--- src/rtl/ghost_pkg.sv ---
`default_nettype none
// ============================================================================
//  Module   : ghost_pkg
//  Purpose  : Shared types and constants for the ghost move scheduler:
//             direction codes, ghost indices, tile width, FSM encoding.
//  Revision : 1.0  initial release
// ============================================================================
package ghost_pkg;

  localparam int TILE_W = 9;

  // Direction unit result codes; 2'b11 is treated as no move like 2'b00
  localparam logic [1:0] DIR_NONE = 2'b00;
  localparam logic [1:0] DIR_POS  = 2'b01;
  localparam logic [1:0] DIR_NEG  = 2'b10;

  localparam logic [1:0] GHOST_RED   = 2'd0;
  localparam logic [1:0] GHOST_BLUE  = 2'd1;
  localparam logic [1:0] GHOST_GREEN = 2'd2;

  typedef enum logic [2:0] {
    ST_IDLE    = 3'd0,
    ST_ISSUE   = 3'd1,
    ST_WAIT    = 3'd2,
    ST_PROBE_X = 3'd3,
    ST_PROBE_Y = 3'd4,
    ST_COMMIT  = 3'd5,
    ST_DONE    = 3'd6
  } state_e;

  // Frightened mode swaps +1 and -1; anything else stays a no-move
  function automatic logic [1:0] dir_invert(input logic [1:0] d);
    case (d)
      DIR_POS: dir_invert = DIR_NEG;
      DIR_NEG: dir_invert = DIR_POS;
      default: dir_invert = DIR_NONE;
    endcase
  endfunction

endpackage : ghost_pkg
`default_nettype wire

--- src/rtl/ghost_step_calc.sv ---
`default_nettype none
// ============================================================================
//  Module   : ghost_step_calc
//  Purpose  : Combinational single-axis step: given a tile coordinate and a
//             direction code, produce the candidate coordinate and flag a
//             step that would leave the maze [0, max_i].
//  Revision : 1.0  initial release
// ============================================================================
module ghost_step_calc
  import ghost_pkg::*;
(
  input  logic [TILE_W-1:0] pos_i,
  input  logic [1:0]        dir_i,
  input  logic [TILE_W-1:0] max_i,
  output logic [TILE_W-1:0] cand_o,
  output logic              move_o,
  output logic              oob_o
);

  // Decode the direction and form the neighbouring coordinate on this axis
  always_comb begin
    cand_o = pos_i;
    move_o = 1'b0;
    oob_o  = 1'b0;
    if (dir_i == DIR_POS) begin
      move_o = 1'b1;
      cand_o = pos_i + {{(TILE_W-1){1'b0}}, 1'b1};
      oob_o  = (pos_i == max_i);
    end else if (dir_i == DIR_NEG) begin
      move_o = 1'b1;
      cand_o = pos_i - {{(TILE_W-1){1'b0}}, 1'b1};
      oob_o  = (pos_i == '0);
    end
  end

endmodule : ghost_step_calc
`default_nettype wire

--- src/rtl/ghost_move_scheduler.sv ---
`default_nettype none
// ============================================================================
//  Module   : ghost_move_scheduler
//  Purpose  : Per-frame sequencer for the three ghosts. Each tick it shares
//             one pipelined direction unit and one maze lookup port across
//             ghosts 0,1,2 and commits at most one legal step per ghost.
//  Revision : 1.0  initial release
// ============================================================================
module ghost_move_scheduler
  import ghost_pkg::*;
#(
  parameter int                DIR_LAT = 2,
  parameter logic [TILE_W-1:0] MAP_MAX = 9'd20,
  parameter logic [TILE_W-1:0] HOME0_X = 9'd10,
  parameter logic [TILE_W-1:0] HOME0_Y = 9'd9,
  parameter logic [TILE_W-1:0] HOME1_X = 9'd9,
  parameter logic [TILE_W-1:0] HOME1_Y = 9'd10,
  parameter logic [TILE_W-1:0] HOME2_X = 9'd11,
  parameter logic [TILE_W-1:0] HOME2_Y = 9'd10
) (
  input  logic              clock_in,
  input  logic              reset_n,
  input  logic              tick,
  input  logic              frightened,
  input  logic [TILE_W-1:0] pacman_x,
  input  logic [TILE_W-1:0] pacman_y,
  output logic              dir_req,
  output logic [TILE_W-1:0] dir_gx,
  output logic [TILE_W-1:0] dir_gy,
  output logic [TILE_W-1:0] dir_tx,
  output logic [TILE_W-1:0] dir_ty,
  input  logic [1:0]        dir_dx,
  input  logic [1:0]        dir_dy,
  output logic              map_req,
  output logic [TILE_W-1:0] map_x,
  output logic [TILE_W-1:0] map_y,
  input  logic              map_ack,
  input  logic              map_wall,
  output logic [TILE_W-1:0] g0_x,
  output logic [TILE_W-1:0] g0_y,
  output logic [TILE_W-1:0] g1_x,
  output logic [TILE_W-1:0] g1_y,
  output logic [TILE_W-1:0] g2_x,
  output logic [TILE_W-1:0] g2_y,
  output logic              busy,
  output logic              round_done,
  output logic [2:0]        hit,
  output logic              overrun
);

  localparam int CNT_W = 4;

  state_e            state_q, state_d;
  logic [1:0]        idx_q, idx_d;
  logic [CNT_W-1:0]  cnt_q, cnt_d;
  logic [TILE_W-1:0] px_q, px_d, py_q, py_d;
  logic              fr_q, fr_d;
  logic [1:0]        dx_q, dx_d, dy_q, dy_d;
  logic [TILE_W-1:0] nx_q, nx_d, ny_q, ny_d;
  logic              pend_q, pend_d;
  logic              ovr_q, ovr_d;
  logic [TILE_W-1:0] gx_q [0:2];
  logic [TILE_W-1:0] gy_q [0:2];
  logic [TILE_W-1:0] gx_d [0:2];
  logic [TILE_W-1:0] gy_d [0:2];

  logic [TILE_W-1:0] cur_x, cur_y, x_cand, y_cand;
  logic              x_move, x_oob, y_move, y_oob;

  assign cur_x = gx_q[idx_q];
  assign cur_y = gy_q[idx_q];

  ghost_step_calc u_step_x (
    .pos_i  (cur_x),
    .dir_i  (dx_q),
    .max_i  (MAP_MAX),
    .cand_o (x_cand),
    .move_o (x_move),
    .oob_o  (x_oob)
  );

  ghost_step_calc u_step_y (
    .pos_i  (cur_y),
    .dir_i  (dy_q),
    .max_i  (MAP_MAX),
    .cand_o (y_cand),
    .move_o (y_move),
    .oob_o  (y_oob)
  );

  assign dir_gx  = cur_x;
  assign dir_gy  = cur_y;
  assign dir_tx  = px_q;
  assign dir_ty  = py_q;
  assign g0_x    = gx_q[0];
  assign g0_y    = gy_q[0];
  assign g1_x    = gx_q[1];
  assign g1_y    = gy_q[1];
  assign g2_x    = gx_q[2];
  assign g2_y    = gy_q[2];
  assign busy    = (state_q != ST_IDLE) && (state_q != ST_DONE);
  assign overrun = ovr_q;

  // Next-state logic and request/pulse outputs for the round sequencer
  always_comb begin
    state_d    = state_q;
    idx_d      = idx_q;
    cnt_d      = cnt_q;
    px_d       = px_q;
    py_d       = py_q;
    fr_d       = fr_q;
    dx_d       = dx_q;
    dy_d       = dy_q;
    nx_d       = nx_q;
    ny_d       = ny_q;
    pend_d     = pend_q;
    ovr_d      = ovr_q;
    gx_d       = gx_q;
    gy_d       = gy_q;
    dir_req    = 1'b0;
    map_req    = 1'b0;
    map_x      = cur_x;
    map_y      = cur_y;
    hit        = 3'b000;
    round_done = 1'b0;

    // Any tick outside IDLE (DONE included) is queued one deep
    if (state_q != ST_IDLE && tick) begin
      if (pend_q) ovr_d = 1'b1;
      else        pend_d = 1'b1;
    end

    case (state_q)
      ST_IDLE: begin
        if (tick || pend_q) begin
          state_d = ST_ISSUE;
          idx_d   = GHOST_RED;
          px_d    = pacman_x;
          py_d    = pacman_y;
          fr_d    = frightened;
          // One request is consumed; a coincident second one stays queued
          pend_d  = tick & pend_q;
        end
      end
      ST_ISSUE: begin
        dir_req = 1'b1;
        cnt_d   = CNT_W'(DIR_LAT);
        state_d = ST_WAIT;
      end
      ST_WAIT: begin
        cnt_d = cnt_q - {{(CNT_W-1){1'b0}}, 1'b1};
        if (cnt_q == {{(CNT_W-1){1'b0}}, 1'b1}) begin
          dx_d    = fr_q ? dir_invert(dir_dx) : dir_dx;
          dy_d    = fr_q ? dir_invert(dir_dy) : dir_dy;
          nx_d    = cur_x;
          ny_d    = cur_y;
          state_d = ST_PROBE_X;
        end
      end
      ST_PROBE_X: begin
        if (!x_move || x_oob) begin
          state_d = ST_PROBE_Y;
        end else begin
          map_req = 1'b1;
          map_x   = x_cand;
          map_y   = cur_y;
          if (map_ack) begin
            if (!map_wall) begin
              nx_d    = x_cand;
              state_d = ST_COMMIT;
            end else begin
              state_d = ST_PROBE_Y;
            end
          end
        end
      end
      ST_PROBE_Y: begin
        if (!y_move || y_oob) begin
          state_d = ST_COMMIT;
        end else begin
          map_req = 1'b1;
          map_x   = cur_x;
          map_y   = y_cand;
          if (map_ack) begin
            if (!map_wall) ny_d = y_cand;
            state_d = ST_COMMIT;
          end
        end
      end
      ST_COMMIT: begin
        gx_d[idx_q] = nx_q;
        gy_d[idx_q] = ny_q;
        if (nx_q == px_q && ny_q == py_q) hit = 3'b001 << idx_q;
        if (idx_q == GHOST_GREEN) begin
          state_d = ST_DONE;
        end else begin
          idx_d   = idx_q + 2'd1;
          state_d = ST_ISSUE;
        end
      end
      ST_DONE: begin
        round_done = 1'b1;
        state_d    = ST_IDLE;
      end
      default: state_d = ST_IDLE;
    endcase
  end

  // State and datapath registers; reset returns every ghost to its home tile
  always_ff @(posedge clock_in or negedge reset_n) begin
    if (!reset_n) begin
      state_q <= ST_IDLE;
      idx_q   <= GHOST_RED;
      cnt_q   <= '0;
      px_q    <= '0;
      py_q    <= '0;
      fr_q    <= 1'b0;
      dx_q    <= DIR_NONE;
      dy_q    <= DIR_NONE;
      nx_q    <= '0;
      ny_q    <= '0;
      pend_q  <= 1'b0;
      ovr_q   <= 1'b0;
      gx_q[0] <= HOME0_X;
      gy_q[0] <= HOME0_Y;
      gx_q[1] <= HOME1_X;
      gy_q[1] <= HOME1_Y;
      gx_q[2] <= HOME2_X;
      gy_q[2] <= HOME2_Y;
    end else begin
      state_q <= state_d;
      idx_q   <= idx_d;
      cnt_q   <= cnt_d;
      px_q    <= px_d;
      py_q    <= py_d;
      fr_q    <= fr_d;
      dx_q    <= dx_d;
      dy_q    <= dy_d;
      nx_q    <= nx_d;
      ny_q    <= ny_d;
      pend_q  <= pend_d;
      ovr_q   <= ovr_d;
      gx_q    <= gx_d;
      gy_q    <= gy_d;
    end
  end

endmodule : ghost_move_scheduler
`default_nettype wire

--- config.mk ---
export PLATFORM = sky130hd
export DESIGN_NAME = ghost_move_scheduler
export DESIGN_NICKNAME = d
export VERILOG_FILES = /design/src/rtl/ghost_pkg.sv /design/src/rtl/ghost_step_calc.sv /design/src/rtl/ghost_move_scheduler.sv
export SDC_FILE = /design/constraint.sdc
export NUM_CORES = 1
export LEC_CHECK = 0
export CAP_MARGIN = 20
export CELL_PAD_IN_SITES_DETAIL_PLACEMENT = 1
export CELL_PAD_IN_SITES_GLOBAL_PLACEMENT = 2
export CORE_ASPECT_RATIO = 0.6
export CORE_MARGIN = 1.5
export CORE_UTILIZATION = 35
export DETAILED_ROUTE_END_ITERATION = 8
export PLACE_DENSITY = 0.92
export SLEW_MARGIN = 10
export SYNTH_ARGS = -nofsm -noshare
export SYNTH_HDL_FRONTEND = slang
export SYNTH_HIERARCHICAL = 1
export SYNTH_SLANG_ARGS = --single-unit
--- constraint.sdc ---
create_clock -name clock_in -period 11.15 [get_ports clock_in]
set_input_delay 2.7875 -clock clock_in [delete_from_list [all_inputs] [get_ports clock_in]]
set_output_delay 2.7875 -clock clock_in [all_outputs]
set_load 0.05 [all_outputs]
==> impl_metrics.env <==
export IMPL_insertedDiodeCount=0
export IMPL_floorplan_initialDensity_pct=36.1
export IMPL_first_global_vias=5209
export IMPL_postSynth_asyncResetShare_pct=100
export IMPL_cts_repair_resized=0
export IMPL_final_layout_size_suffix_gt1_share_pct=23.8
export IMPL_routed_wirelength_um=19800
export IMPL_static_leakage_power_nw=3.66
export IMPL_portBuffers=143
export IMPL_first_iter_violations=355
export IMPL_relSlewSlack_pct=28.4
export IMPL_timing_hold_worst_endpoint="cnt_q[3]"
export IMPL_status="finished, final reports clean"
export IMPL_layoutNonFillerInstCount=932
export IMPL_clk_root_buffer_cell="clkbuf_16"
export IMPL_placement_cell_area_mm2=0.00793
export IMPL_grt_first_pass_wirelength_um=30600
export IMPL_final_min_clock_period_ns=7.98
export IMPL_post_drt_via_cell_ratio=5.28
export IMPL_timing_critical_path_from_type="flop"
export IMPL_clock_sink_count=106
export IMPL_synth_yosys_seq_area_share_pct=42.7
export IMPL_post_cts_repair_setup_buffers=0
export IMPL_worst_slack_ns=3.17
export IMPL_vdd_ir_drop_worst_mv=0.123
export IMPL_core_occupancy_in_the_finished_layout_pct=47.5
export IMPL_design_core_area_mm2=0.0173
export IMPL_grt_start_max_net_pins=76
export IMPL_holdPathStages=1
export IMPL_antenna_found_initial=0
export IMPL_num_rows=37
export IMPL_post_dp_hpwl_um=14800
export IMPL_timing_worst_setup_path_type="flop to output pin"
export IMPL_max_cap_violations=0
export IMPL_hold_viol_final=0
export IMPL_clkSlewWorstSetupHoldPaths_ns=0.07
export IMPL_tritoncts_clock_tree="done"
export IMPL_finalWeightedCongestion=0.854
export IMPL_hold_slack_ns=0.505
export IMPL_routedWlPerCell_um=21.2
export IMPL_synth_enable_flop_cells=0
export IMPL_setup_viol_count_final=0
export IMPL_maxClockFrequency_mhz=125
export IMPL_tns_ns=0
export IMPL_num_nets_final=736
export IMPL_post_route_cell_area_mm2=0.00823
export IMPL_final_antenna_net_count=0
export IMPL_post_cts_hold_buffer_count=0
export IMPL_reg2reg_from="idx_q[1]"
export IMPL_globalRoute_totalOverflow=0
export IMPL_final_min_period_over_clock_period_pct=71.6
export IMPL_nFillCells=1874
export IMPL_finalPower_mw=1.96
export IMPL_ys_types=60
export IMPL_die_area_mm2=0.0187
export IMPL_regToRegSetupSlack_ns=6.51
export IMPL_critical_path_endpoint_type="output pin"
export IMPL_die_height_um=106
export IMPL_syn_mean_instance_area_um2=11.5
export IMPL_hold_path_class="flop to flop"
export IMPL_worst_hold_startpoint="cnt_q[3]"
export IMPL_insertion_delay_ns=0.35
export IMPL_pin_count=144
export IMPL_detailedPlace_worstSlack_ns=3.61
export IMPL_critical_path_reg2reg_endpoint="ny_q[0]"
export IMPL_rsz0062_at_grt="false"
export IMPL_dpl_cell_count=914
export IMPL_cp_data_required_time_ns=8.36
export IMPL_detailroute_via_count=4919
export IMPL_synth_yosys_warnings=6
export IMPL_ffs_latches_synth=106
export IMPL_synth_main_ff_cell="dfrtp_1"
export IMPL_detailedRoute_firstPassIterationCount=4
export IMPL_largest_clock_skew_in_the_final_design_ns=0.00898
export IMPL_synthCells=545
export IMPL_total_drc_errors_in_the_routed_layout=0
export IMPL_area_growth_from_synthesis_to_final_layout_pct=31.7
export IMPL_ff2ff_path_depth=10
export IMPL_maxSlewViolCount=0
export IMPL_cts_buffers_inserted=9
export IMPL_htree_num_levels=3
export IMPL_tightest_pin_transition_ns=1.07
export IMPL_pwr_density_cell_mw_per_mm2=238
export IMPL_cp_arrival_ns=5.20
export IMPL_synth_cell_area_mm2=0.00625
export IMPL_die_width_um=175
export IMPL_critical_path_max_fanout=22
export IMPL_cts_path_max_buffers=2
export IMPL_grt_usage_pct=21.4
==> cell usage after synthesis (2+ instances only) <==
master,count,area share [%]
nor3b_1,3,0.36
buf_6,3,0.54
dfrtp_1,93,37
ha_1,15,3.0
xnor2_1,11,1.5
o31ai_1,2,0.24
or3_1,2,0.20
nor4_1,11,1.1
and3b_1,2,0.28
a21oi_1,3,0.24
inv_1,16,0.96
o21ai_1,2,0.16
nand2b_1,6,0.60
clkbuf_1,16,0.96
a31oi_1,2,0.20
dfstp_2,13,5.5
buf_2,10,0.80
nand4_1,8,0.80
xor2_1,41,5.7
a22oi_1,2,0.24
nand2_2,2,0.20
mux2i_1,29,4.6
o21ai_0,25,2.0
nor2_1,11,0.66
o2bb2ai_1,18,2.5
nor3_1,6,0.48
a221o_1,2,0.32
conb_1,2,0.12
nand2_1,28,1.7
o41ai_2,2,0.52
nand3b_1,2,0.24
nor2b_1,7,0.70
mux2_2,111,20
nand3_1,12,0.96
buf_1,2,0.12
==> layout make-up <==
cell class,instances,area [µm²],area share [%]
Tap cell,234,293,3.56
Inverter,16,60.1,0.730
Multi-Input combinational cell,407,3420,41.6
Clock buffer,11,233,2.83
Sequential cell,106,2670,32.4
Timing Repair Buffer,153,1510,18.4
Clock inverter,5,40.0,0.487
==> worst max-delay path by stage <==
stage / depth (start not counted) / slack, ns / from / to
floorplan: 13 / 4.73 / idx_q[0] / map_x[0]
global placement: 10 / 3.93 / idx_q[1] / map_y[2]
detailed placement: 10 / 3.61 / idx_q[1] / map_y[1]
CTS: 10 / 3.22 / idx_q[1] / map_y[1]
global route: 10 / 3.00 / idx_q[1] / map_y[1]
finish: 10 / 3.17 / idx_q[1] / map_y[1]
==> logic make-up after synthesis <==
logic type	after synthesis	share of synthesized area (%)
flip-flops	106	42.7
AND/OR/NAND/NOR	114	10.7
other	2	0.120
AO/OA/AOI/OAI	67	7.85
XOR/XNOR	52	7.29
buffers and inverters	48	3.51
multiplexers	140	24.7
adder cells (fa/ha/maj)	16	3.16
==> cells in the final DEF (no fill, tap or decap), types with 3 or more instances in the layout <==
cell type        netlist  routed
clkdlybuf4s50_1        0     142
mux2i_1               29      29
a21oi_1                3       3
dfstp_2               13      13
nor2_1                11      10
clkbuf_16              0       9
nand2b_1               6       6
nor3_1                 6       6
clkinvlp_4             0       3
nor4_1                11      11
o21ai_0               25      25
xor2_1                41      41
nor3b_1                3       3
conb_1                 2      18
nand3_1               12      12
nand4_1                8       8
o2bb2ai_1             18      18
xnor2_1               11      11
ha_1                  15      15
buf_4                  1      10
dfrtp_1               93      93
nor2b_1                7       7
inv_1                 16      16
mux2_2               111     111
nand2_1               28      28
==> layer usage <==
metal	routed length, µm	track usage [%]	share of wire [%]
met1	9910	31.0	50
met2	8720	33.3	44
met3	977	4.61	4.9
met4	169	3.30	0.85
met5	0	0	0
==> state kept, by name, summed over array words and instances, names as in the netlist, 4 cells and up <==
register	cells
g2_y	9
g0_x	9
nx_q	9
dir_tx	9
g1_y	9
cnt_q	4
g0_y	9
ny_q	9
g2_x	9
g1_x	9
dir_ty	9
==> critical path, cell delays in order (launching register included) <==
cell	delay [ns]
dfrtp_1	0.93
nor2b_1	0.83
buf_4	0.32
o2bb2ai_1	0.50
inv_1	0.18
ha_1	0.27
nand2b_1	0.06
o21ai_0	0.09
or3b_4	0.53
mux2_2	0.28
clkdlybuf4s50_1	0.83
==> power breakdown <==
group	internal, mW	total, mW	switching, mW
clock network	0.153	0.302	0.148
logic	0.401	1.06	0.658
registers	0.471	0.595	0.124
Note: power is estimated with default switching activity, not from simulation.
